## config.mk

```make
export PLATFORM = sky130hd
export DESIGN_NAME = axis_kvs_latency_monitor
export DESIGN_NICKNAME = d
export VERILOG_FILES = /design/src/rtl/kvs_mon_pkg.sv /design/src/rtl/mon_ts_fifo.sv /design/src/rtl/axis_kvs_latency_monitor.sv
export SDC_FILE = /design/constraint.sdc
export NUM_CORES = 2
export LEC_CHECK = 0
export ABC_CLOCK_PERIOD_IN_PS = 33600
export BUFFER_PORTS_ARGS = -buffer_cell sky130_fd_sc_hd__buf_2
export CAP_MARGIN = 20
export CORE_AREA = 2 2 661 663
export DETAILED_ROUTE_END_ITERATION = 6
export DIE_AREA = 0 0 663 665
export GPL_ROUTABILITY_DRIVEN = 1
export PLACE_DENSITY_LB_ADDON = 0.08
export SETUP_SLACK_MARGIN = 0.05
export SLEW_MARGIN = 20
export SYNTH_ARGS = -nofsm -noshare
export SYNTH_HDL_FRONTEND = slang
export SYNTH_SLANG_ARGS = --single-unit
```

## constraint.sdc

```tcl
create_clock -name clk -period 33.6 [get_ports clk]
set_clock_uncertainty 0.05 [all_clocks]
set_input_delay 3.36 -clock clk [delete_from_list [all_inputs] [get_ports clk]]
set_output_delay 3.36 -clock clk [all_outputs]
set_load 0.03 [all_outputs]
```

## src/rtl/kvs_mon_pkg.sv

```systemverilog
// Shared types and constants for the KVS request/response latency monitor.
// Latency: n/a (types, constants and a width helper only).
// Backpressure: n/a.
package kvs_mon_pkg;

   // Admission state of the request gate.
   typedef enum logic [1:0] {
      IDLE  = 2'd0,
      OPEN  = 2'd1,
      FENCE = 2'd2
   } mon_state_t;

   // Widest timestamp supported; lat_min resets to the low TS_WIDTH bits of this.
   localparam int TS_WIDTH_MAX = 64;
   localparam logic [TS_WIDTH_MAX-1:0] LAT_MIN_RST = '1;

   // Width of the outstanding count: it must hold the value max_out itself.
   function automatic int out_w(input int max_out);
      return $clog2(max_out) + 1;
   endfunction

endpackage

```

## src/rtl/mon_ts_fifo.sv

```systemverilog
// Timestamp FIFO: one entry per request in flight, popped in order as responses complete.
// Latency: pop_data shows the oldest entry combinationally; a push becomes visible the cycle after.
// Backpressure: none internally; push while full and pop while empty are ignored.
//
// Ports:
//   clk, rst            clock, asynchronous active-high reset
//   push, push_data     write one timestamp
//   pop, pop_data       read/discard the oldest timestamp
//   full, empty, count  registered occupancy flags and count (0..DEPTH)
module mon_ts_fifo #(
   parameter int DEPTH = 16,
   parameter int WIDTH = 48
) (
   input  logic                     clk,
   input  logic                     rst,
   input  logic                     push,
   input  logic [WIDTH-1:0]         push_data,
   input  logic                     pop,
   output logic [WIDTH-1:0]         pop_data,
   output logic                     full,
   output logic                     empty,
   output logic [$clog2(DEPTH):0]   count
);

   localparam int AW = $clog2(DEPTH);
   localparam int CW = AW + 1;

   logic [WIDTH-1:0] mem [DEPTH];
   logic [AW-1:0]    wr_ptr;
   logic [AW-1:0]    rd_ptr;
   logic             do_push;
   logic             do_pop;
   logic [CW-1:0]    count_nxt;

   // Pop looks only at the registered empty flag, so an entry written this
   // cycle can never be consumed in the same cycle.
   assign do_push  = push & ~full;
   assign do_pop   = pop & ~empty;
   assign pop_data = mem[rd_ptr];

   always_comb begin
      count_nxt = count;
      if (do_push & ~do_pop) begin
         count_nxt = count + 1'b1;
      end else if (do_pop & ~do_push) begin
         count_nxt = count - 1'b1;
      end
   end

   always_ff @(posedge clk) begin
      if (do_push) begin
         mem[wr_ptr] <= push_data;
      end
   end

   always_ff @(posedge clk or posedge rst) begin
      if (rst) begin
         wr_ptr <= '0;
         rd_ptr <= '0;
         count  <= '0;
         full   <= 1'b0;
         empty  <= 1'b1;
      end else begin
         if (do_push) begin
            wr_ptr <= wr_ptr + 1'b1;
         end
         if (do_pop) begin
            rd_ptr <= rd_ptr + 1'b1;
         end
         count <= count_nxt;
         full  <= (count_nxt == CW'(DEPTH));
         empty <= (count_nxt == '0);
      end
   end

endmodule

```

## src/rtl/axis_kvs_latency_monitor.sv

```systemverilog
// KVS request/response monitor: gates request heads (enable, outstanding cap, fence),
// timestamps each head and pairs it in order with the response tlast to collect latency stats.
// Latency: data paths are combinational pass-through; stats/outstanding update the cycle after the event.
// Backpressure: request ready follows m_req_tready when the gate is open, else 0; response path is ungated.
//
// Ports:
//   clk, sys_rst                      clock, asynchronous active-high reset
//   s_req_* / m_req_*                 AXIS requests host -> KVS (gated on heads only)
//   s_rsp_* / m_rsp_*                 AXIS responses KVS -> host (pure pass-through)
//   enable, fence, clear_stats        control: admit heads, drain pulse, zero stats pulse
//   fence_busy, outstanding           drain status and requests in flight
//   nr_req_sent, nr_rsp_recv          packet counters
//   lat_min, lat_max, lat_sum         latency statistics in clk cycles
//   err_unmatched                     sticky: response completed with nothing in flight
module axis_kvs_latency_monitor
   import kvs_mon_pkg::*;
#(
   parameter int DATA_WIDTH      = 256,
   parameter int USER_WIDTH      = 64,
   parameter int MAX_OUTSTANDING = 16,
   parameter int TS_WIDTH        = 48,
   parameter int CNT_WIDTH       = 64
) (
   input  logic                             clk,
   input  logic                             sys_rst,

   input  logic [DATA_WIDTH-1:0]            s_req_tdata,
   input  logic [DATA_WIDTH/8-1:0]          s_req_tkeep,
   input  logic [USER_WIDTH-1:0]            s_req_tuser,
   input  logic                             s_req_tvalid,
   input  logic                             s_req_tlast,
   output logic                             s_req_tready,

   output logic [DATA_WIDTH-1:0]            m_req_tdata,
   output logic [DATA_WIDTH/8-1:0]          m_req_tkeep,
   output logic [USER_WIDTH-1:0]            m_req_tuser,
   output logic                             m_req_tvalid,
   output logic                             m_req_tlast,
   input  logic                             m_req_tready,

   input  logic [DATA_WIDTH-1:0]            s_rsp_tdata,
   input  logic [DATA_WIDTH/8-1:0]          s_rsp_tkeep,
   input  logic [USER_WIDTH-1:0]            s_rsp_tuser,
   input  logic                             s_rsp_tvalid,
   input  logic                             s_rsp_tlast,
   output logic                             s_rsp_tready,

   output logic [DATA_WIDTH-1:0]            m_rsp_tdata,
   output logic [DATA_WIDTH/8-1:0]          m_rsp_tkeep,
   output logic [USER_WIDTH-1:0]            m_rsp_tuser,
   output logic                             m_rsp_tvalid,
   output logic                             m_rsp_tlast,
   input  logic                             m_rsp_tready,

   input  logic                             enable,
   input  logic                             fence,
   input  logic                             clear_stats,
   output logic                             fence_busy,
   output logic [$clog2(MAX_OUTSTANDING):0] outstanding,
   output logic [CNT_WIDTH-1:0]             nr_req_sent,
   output logic [CNT_WIDTH-1:0]             nr_rsp_recv,
   output logic [TS_WIDTH-1:0]              lat_min,
   output logic [TS_WIDTH-1:0]              lat_max,
   output logic [CNT_WIDTH-1:0]             lat_sum,
   output logic                             err_unmatched
);

   localparam int OUT_W = out_w(MAX_OUTSTANDING);
   localparam logic [TS_WIDTH-1:0] LAT_MIN_INIT = LAT_MIN_RST[TS_WIDTH-1:0];

   mon_state_t          state;
   logic                in_pkt;
   logic [TS_WIDTH-1:0] ts;

   logic                pass;
   logic                req_acc;
   logic                head_acc;
   logic                rsp_last_acc;
   logic                matched;
   logic [TS_WIDTH-1:0] head_ts;
   logic [TS_WIDTH-1:0] lat;
   logic                fifo_full;
   logic                fifo_empty;
   logic [OUT_W-1:0]    fifo_count;

   // ------------------------------------------------------------------
   // Request gate. A packet already in progress always finishes; only
   // heads are subject to the FSM and the cap. The FIFO full flag is the
   // registered "outstanding == MAX_OUTSTANDING", so a slot freed by a
   // response opens the gate one cycle later.
   // ------------------------------------------------------------------
   assign pass         = in_pkt | ((state == OPEN) & ~fifo_full);
   assign m_req_tvalid = s_req_tvalid & pass;
   assign s_req_tready = m_req_tready & pass;
   assign m_req_tdata  = s_req_tdata;
   assign m_req_tkeep  = s_req_tkeep;
   assign m_req_tuser  = s_req_tuser;
   assign m_req_tlast  = s_req_tlast;

   assign req_acc  = s_req_tvalid & m_req_tready & pass;
   assign head_acc = req_acc & ~in_pkt;

   // Response path is never gated.
   assign m_rsp_tvalid = s_rsp_tvalid;
   assign s_rsp_tready = m_rsp_tready;
   assign m_rsp_tdata  = s_rsp_tdata;
   assign m_rsp_tkeep  = s_rsp_tkeep;
   assign m_rsp_tuser  = s_rsp_tuser;
   assign m_rsp_tlast  = s_rsp_tlast;

   assign rsp_last_acc = s_rsp_tvalid & m_rsp_tready & s_rsp_tlast;

   // Registered empty: a head pushed this same cycle does not satisfy the pop.
   assign matched = rsp_last_acc & ~fifo_empty;
   // Modular subtraction keeps the result right across timestamp wrap.
   assign lat     = ts - head_ts;

   mon_ts_fifo #(
      .DEPTH (MAX_OUTSTANDING),
      .WIDTH (TS_WIDTH)
   ) u_ts_fifo (
      .clk       (clk),
      .rst       (sys_rst),
      .push      (head_acc),
      .push_data (ts),
      .pop       (rsp_last_acc),
      .pop_data  (head_ts),
      .full      (fifo_full),
      .empty     (fifo_empty),
      .count     (fifo_count)
   );

   assign outstanding = fifo_count;

   // ------------------------------------------------------------------
   // Admission FSM. fence wins over enable so a drain request is never lost.
   // ------------------------------------------------------------------
   always_ff @(posedge clk or posedge sys_rst) begin
      if (sys_rst) begin
         state      <= IDLE;
         fence_busy <= 1'b0;
      end else begin
         case (state)
            IDLE: begin
               if (fence) begin
                  state      <= FENCE;
                  fence_busy <= 1'b1;
               end else if (enable) begin
                  state <= OPEN;
               end
            end
            OPEN: begin
               if (fence) begin
                  state      <= FENCE;
                  fence_busy <= 1'b1;
               end else if (!enable) begin
                  state <= IDLE;
               end
            end
            FENCE: begin
               if (outstanding == '0) begin
                  state      <= enable ? OPEN : IDLE;
                  fence_busy <= 1'b0;
               end
            end
            default: begin
               state      <= IDLE;
               fence_busy <= 1'b0;
            end
         endcase
      end
   end

   // Free-running timestamp and packet framing.
   always_ff @(posedge clk or posedge sys_rst) begin
      if (sys_rst) begin
         ts     <= '0;
         in_pkt <= 1'b0;
      end else begin
         ts <= ts + 1'b1;
         if (req_acc) begin
            in_pkt <= ~s_req_tlast;
         end
      end
   end

   // ------------------------------------------------------------------
   // Statistics. clear_stats overrides any update in the same cycle.
   // ------------------------------------------------------------------
   always_ff @(posedge clk or posedge sys_rst) begin
      if (sys_rst) begin
         nr_req_sent   <= '0;
         nr_rsp_recv   <= '0;
         lat_min       <= LAT_MIN_INIT;
         lat_max       <= '0;
         lat_sum       <= '0;
         err_unmatched <= 1'b0;
      end else if (clear_stats) begin
         nr_req_sent   <= '0;
         nr_rsp_recv   <= '0;
         lat_min       <= LAT_MIN_INIT;
         lat_max       <= '0;
         lat_sum       <= '0;
         err_unmatched <= 1'b0;
      end else begin
         if (head_acc) begin
            nr_req_sent <= nr_req_sent + 1'b1;
         end
         if (rsp_last_acc) begin
            nr_rsp_recv <= nr_rsp_recv + 1'b1;
         end
         if (rsp_last_acc & fifo_empty) begin
            err_unmatched <= 1'b1;
         end
         if (matched) begin
            if (lat < lat_min) begin
               lat_min <= lat;
            end
            if (lat > lat_max) begin
               lat_max <= lat;
            end
            lat_sum <= lat_sum + CNT_WIDTH'(lat);
         end
      end
   end

endmodule

```

---- Word level (Yosys, flattened, before mapping) ----
Memory sizes are Yosys's and may differ from the RTL's.
Index checks and enable logic that the tools add are counted.
W data, S select, Z words.
storage, ports and cells
  bits of input ports ..................... 715
  output and inout port bits .............. 1,005
  memories kept ........................... 1
  bits in writable memories ............... 768
  register bits after elaboration ......... 356
  logic and storage cells ................. 96
memory list
  memory         words  bits a word  rd ports  clocked after Yosys merged registers in  write ports  line               source
  u_ts_fifo.mem  16     48           1         0                                        1            mon_ts_fifo.sv:28  logic [WIDTH-1:0] mem [DEPTH];
cells by class
  bitwise gates (word level) .............. 20
  muxes and demuxes ....................... 28
  $add $sub $neg .......................... 9
  magnitude comparators ................... 2
  reduce and logical (&&, ||, !) cells .... 14
  equal/unequal tests ..................... 7
operator list
  operator                 count
  $mux W64                 6
  $mux W48                 6
  $add A64 B1 Y64 const B  2
  $add A64 B48 Y64         1
  $add A48 B1 Y48 const B  1
  $gt A48 B48 Y1           1
  $lt A48 B48 Y1           1
  $sub A48 B48 Y48         1
  $and A1 B1 Y1            13
  $reduce_bool A2 Y1       6
  $logic_not A5 Y1         2
  $mux W2                  5
  $mux W5                  2
  $add A4 B1 Y4 const B    2
  $mux W1                  7
  $ne A3 B3 Y1 const B     2
  $not A1 Y1               6
  $pmux W2 S3              1
  $reduce_and A2 Y1        3
  $add A5 B1 Y5 const B    1
  $eq A5 B5 Y1 const B     1
  $sub A5 B1 Y5 const B    1
  $reduce_and A3 Y1        1
  $eq A2 B1 Y1 const B     1
  other kinds (7)          7

---- Longest topological paths before layout ----
  word-level depth ........................ 11
  mapped depth ............................ 31
  mapped depth without buffers ............ 24

---- Hierarchy ----
A second synthesis with hierarchy kept.
unflattened totals
  cell total of the unflattened synthesis .. 4,643
  area, all modules ....................... 58,454.8 um2
modules (own cells, without submodules)
  module                    times used  cells an instance  area an instance (um2)
  mon_ts_fifo               1           1,319              29,987.5
  axis_kvs_latency_monitor  1           3,324              28,467.3

---- Least setup slack after synthesis ----
OpenSTA, ideal clock, no wires.
  path kind ............................... register -> register
  from .................................... reg u_ts_fifo.rd_ptr[0]
  to ...................................... reg lat_sum[49]
  slack ................................... 26,213 ps
  arrival time ............................ 7,259 ps
  cell stages (with the launch flop) ...... 29
  cells stage by stage .................... dfrtp_1 clkbuf_1 clkbuf_1 clkbuf_1 buf_1 mux4_2 mux4_2 inv_1 ha_1 clkbuf_1 a21oi_1 a21boi_0 a311oi_1 a31oi_1 a311oi_1 xnor2_1 ha_1 buf_2 nand4_1 or3_1 or4_1 a211oi_2 o31ai_1 nand4_1 a31oi_1 o21a_1 buf_2 or3_1 a21oi_1
between the ends
  cells in the longest elaborated chain, start to end .. 5
RTL lines
  element                 line                             source
  from (decl)             mon_ts_fifo.sv:30                logic [AW-1:0] rd_ptr;
  from (signal assigned)  mon_ts_fifo.sv:68                rd_ptr <= rd_ptr + 1'b1;
  $mem_v2 Z16 W48         --
  $sub A48 B48 Y48        axis_kvs_latency_monitor.sv:116  assign lat = ts - head_ts;
  $add A64 B48 Y64        axis_kvs_latency_monitor.sv:222  lat_sum <= lat_sum + CNT_WIDTH'(lat);
  $mux W64                axis_kvs_latency_monitor.sv:215  if (matched) begin
  $mux W64                axis_kvs_latency_monitor.sv:198  end else if (clear_stats) begin
  to (signal assigned)    axis_kvs_latency_monitor.sv:222
  to (decl)               axis_kvs_latency_monitor.sv:64   output logic [CNT_WIDTH-1:0] lat_sum,
Every way passes these cells. The select of a mux whose other input is x is not followed.
A chain may end at the register's enable or synchronous reset.

---- Final worst setup path ----
  from .................................... reg u_ts_fifo.rd_ptr[1]
  to ...................................... reg lat_min[20]
between the ends
  cells in the longest elaborated chain, start to end .. 5
  elaborated cells between the ends (all ways) .. 8
  classes of those cells .................. add/sub: 1; order compare: 1; mux: 3; reduce/logical: 2; memory: 1
RTL lines
  element                                                   line                             source
  $mem_v2 Z16 W48 *                                         --
  $sub A48 B48 Y48 *                                        axis_kvs_latency_monitor.sv:116
  $lt A48 B48 Y1 or $mux W48 (tied branches)                axis_kvs_latency_monitor.sv:216  if (lat < lat_min) begin
  $reduce_bool A2 Y1 (no line) or $mux W48 (tied branches)  --
  $reduce_and A2 Y1 (no line) or $mux W48 (tied branches)   --
  to (signal assigned)                                      axis_kvs_latency_monitor.sv:217  lat_min <= lat;
  to (decl)                                                 axis_kvs_latency_monitor.sv:62   output logic [TS_WIDTH-1:0] lat_min,
Every way passes the cells marked *; elsewhere a longest branch is shown, timed or not. The select of a mux whose other input is x is not followed.

==> Implementation_results.wiki <==
{| class="wikitable"
! Metric !! Value
|-
| Die height || 665 µm
|-
| Endpoint arrival time on the critical path || about 11,000 ps
|-
| Distinct cell type count of the synthesized netlist || 69
|-
| Combined buffer and inverter count along the critical path || 6
|-
| DRC Markers || 0
|-
| Routed wirelength normalized by instance count || 59.3 µm
|-
| Final count of negative-setup-slack endpoints || 0
|-
| Synthesis-to-finish area growth || 14.7%
|-
| Setup slack at placement || 23,090 ps
|-
| Number of buffers inserted for hold repair after clock tree synthesis || 0
|-
| Final Hold Viols || 0
|-
| Initial antenna violation count || 13
|-
| TNS Setup || 0 ps
|-
| Number of pins exceeding their max-slew limit in the final report || 0
|-
| Largest net degree at the start of global routing || 127
|-
| Register area share after synthesis || 55.7%
|-
| Floorplan die area || between 400,000 and 500,000 µm²
|-
| End of the critical path || lat_min[20]
|-
| Most used flip-flop cell after synthesis || edfxtp_1
|-
| Total congestion overflow after global routing || 0
|-
| Crit path setup slack, layout || ~24,000 ps
|-
| CTS sink cnt || about 1,100
|-
| FF-to-FF Start || u_ts_fifo.rd_ptr[1]
|-
| Length in cells of the worst reg-to-reg path || 25
|-
| Start point of the critical path || u_ts_fifo.rd_ptr[1]
|-
| Cell count after synthesis || roughly 4,400
|-
| Clock root buffer master || clkbuf_16
|-
| TritonCTS clock tree || built
|-
| Capture point of the worst reg-to-reg path || lat_min[20]
|-
| Clock H-tree levels || 4
|-
| Clock slew seen by the registers of the worst setup and hold paths || 60 ps
|-
| Count of buffers inserted at the top-level ports || around 310
|-
| Relative slew slack || between 20% and 30%
|-
| Final wirelength || between 500,000 and 600,000 µm
|-
| Post-CTS Resized || 0
|-
| Via density per instance || about 4
|-
| CP Max Fanout || between 90 and 100
|-
| Top library cells by usage in the layout, fill and taps aside || edfxtp_1, buf_2, nand2_1, dfrtp_1, nor2_1
|-
| Worst setup slack for register-to-register paths || approximately 24,000 ps
|-
| Stages on worst setup path || 25
|-
| Minimum clock period || between 10,000 and 15,000 ps
|-
| Number of detailed-route iterations in the first pass || 6
|-
| Slowest cell on crit path || a311oi_1
|-
| Cell area after synthesis || between 50,000 and 60,000 µm²
|-
| FILL cells || between 40,000 and 50,000
|-
| Placed Cells incl. Taps || 9,723
|-
| Tcrit/Tclk final || 29.9%
|-
| Mapped Avg Cell Area || between 10 and 15 µm²
|-
| Fmax || 0.0997 GHz
|-
| Antenna Violating Nets Remaining || 0
|-
| Delay contributed by the slowest stage of the critical path || between 800 and 900 ps
|-
| Total routing resource utilization after global routing || about a quarter
|-
| I/O Pins || 1,720
|-
| Largest delay contributor family on the critical path || buffers and inverters
|-
| Count of placed standard cells in the final layout, fillers left out || between 9,000 and 10,000
|-
| Number of post-CTS setup repair buffers || 0
|-
| Critical Path End Type || register
|-
| Power density over cell area || between 80 and 90 nW/µm²
|-
| Tightest Pin Transition || around 1100 ps
|-
| DRC marker count from the first detailed-route iteration || 4,990
|-
| Number of flip-flops and latches in the synthesized netlist || around 1,100
|-
| Worst Setup Start Kind || register
|-
| Largest vdd supply drop || roughly 0.000066 V
|-
| Placement Rows || ~240
|-
| Die Wd || about 660 µm
|-
| Global-route wire length before repair || around 680,000 µm
|-
| Fraction of layout cells with a size suffix above 1 || roughly 22%
|-
| Most common cell after layout, fill and taps aside || edfxtp_1
|-
| Buffers from clock root to sink, at most || 4
|-
| Final net count || a little over 5,000
|-
| Via count of the routed design || just over 40,000
|-
| Number of warnings reported in the yosys synthesis log || 0
|-
| Via count of the first global-routing pass || approximately 37,000
|-
| Outcome || finished clean
|-
| Initial Utilization || between 10% and 20%
|-
| Final Wtd Congestion || roughly 1.1
|-
| Endpoint required time on the critical path || 34,290 ps
|-
| Number of buffers created by CTS || around 150
|-
| Area of the core || roughly 430,000 µm²
|-
| Clk Latency, worst-skew pair || 880 ps
|-
| HPWL after DPL || 499,000 µm
|-
| Share of flip-flops with an asynchronous set or reset || a little under a third
|-
| Net Count, Synth || ~5,400
|-
| Setup CP Type || register to register
|-
| Unrepaired setup endpoints after global routing || no
|-
| EDFF count, synth || 768
|-
| Maxcap violations || 0
|-
| Static Leak || approximately 0.025 µW
|-
| Classification of the worst-slack hold path || register to register
|}
-- area by class of cell --
class	count	area, µm²	share of cell area (%)
Timing Repair Buffer	399	2260	3.42
Clock inverter	63	613	0.929
Antenna cell	7	17.5	0.0265
Clock buffer	201	4160	6.31
Tap cell	5734	7170	10.9
Sequential cell	1124	32000	48.6
Inverter	187	711	1.08
Multi-Input combinational cell	2280	19000	28.8
-- through the flow --
stage | cell area [µm²] | hold slack, ps | total power, µW | utilization (%)
CTS | 66000 | 472 | 5720 | 15.2
global placement | 61200 | 449 | 4040 | 14.1
finish | 66000 | 470 | 5660 | 15.2
global route | 66000 | 512 | 5920 | 15.2
detailed placement | 61200 | 459 | 4030 | 14.1
floorplan | 57500 | 454 | 3210 | -
-- sequential cells by signal (all words and copies together), names as in the netlist --
register          count
u_ts_fifo.mem       768
u_ts_fifo.rd_ptr      4
lat_max              48
nr_req_sent          64
nr_rsp_recv          64
in_pkt                1
lat_min              48
fence_busy            1
lat_sum              64
u_ts_fifo.empty       1
u_ts_fifo.count       5
ts                   48
u_ts_fifo.wr_ptr      4
u_ts_fifo.full        1
state                 2
err_unmatched         1
-- power by group --
group          switching, µW  internal (µW)  total [µW]
Clock                    719            954        1670
Sequential               115           1520        1640
Combinational           1470            872        2350
Total                   2310           3350        5660
-- kinds of logic after synthesis --
family | count (synthesis) | synth area share (%)
and+or+nand+nor | 956 | 7.90
buffers and inverters | 1038 | 11.4
adders and majority gates | 204 | 4.46
muxes | 322 | 10.8
xor gates and xnor gates | 251 | 3.82
DFF | 1124 | 55.7
AOI/OAI and AO/OA | 547 | 5.90
-- per-layer routing --
| metal | up-vias | global-route usage (%) | part of all wire, % | routed length [µm] |
|---|---|---|---|---|
| met1 | 20400 | 20.1 | 27 | 161000 |
| met5 | - | 20.1 | 2.0 | 12000 |
| li1 | 14900 | - | - | - |
| met3 | 557 | 40.3 | 32 | 192000 |
| met2 | 4522 | 30.8 | 34 | 203000 |
| met4 | 88 | 8.73 | 4.1 | 24100 |
-- cell usage after synthesis, types with 16 or more instances --
cell type	instances	area [µm²]
xor2_1	128	1120
a31oi_1	20	125
nand4_1	73	457
or3_1	35	219
nor3_1	36	180
ha_1	202	2530
a21oi_1	204	1020
o31ai_1	25	188
buf_4	709	5320
and2_1	30	188
dfstp_2	49	1290
xnor2_1	123	1080
inv_1	187	702
a211oi_1	18	135
nand3_1	85	425
and3_1	55	344
nand2_1	308	1160
buf_1	26	97.6
and4_1	21	184
mux4_2	240	5410
o211ai_1	16	120
edfxtp_1	768	23100
dfrtp_1	307	7680
mux2i_1	80	801
nor2b_1	16	100
nor2_1	244	916
clkbuf_1	111	417
o21a_1	16	120
o21ai_0	101	505
a21o_1	78	586
-- worst min path at each step --
| stage | startpoint | to | cells after the start |
|---|---|---|---|
| floorplan | state[1] | fence_busy | 1 |
| global placement | err_unmatched | err_unmatched | 2 |
| detailed placement | fence_busy | fence_busy | 2 |
| CTS | fence_busy | fence_busy | 2 |
| global route | err_unmatched | err_unmatched | 2 |
| finish | fence_busy | fence_busy | 2 |
-- worst reg2reg max path, cell delays in order (launching register included) --
cell and delay, ps:
dfrtp_4 790, buf_4 820, buf_12 650, mux4_2 480
mux4_2 470, inv_1 150, ha_1 330, a21oi_1 230
o21ai_0 190, a311oi_1 850, o21ai_0 420, o211ai_1 430
a31oi_1 260, a31oi_1 230, xor2_1 360, inv_1 160
ha_1 320, and3_1 190, nand4_1 120, or3_1 420
or3_1 380, nand4_1 360, buf_8 220, buf_4 640
mux2i_1 350, nand2_1 70
Power figures use the tool's default switching activity.
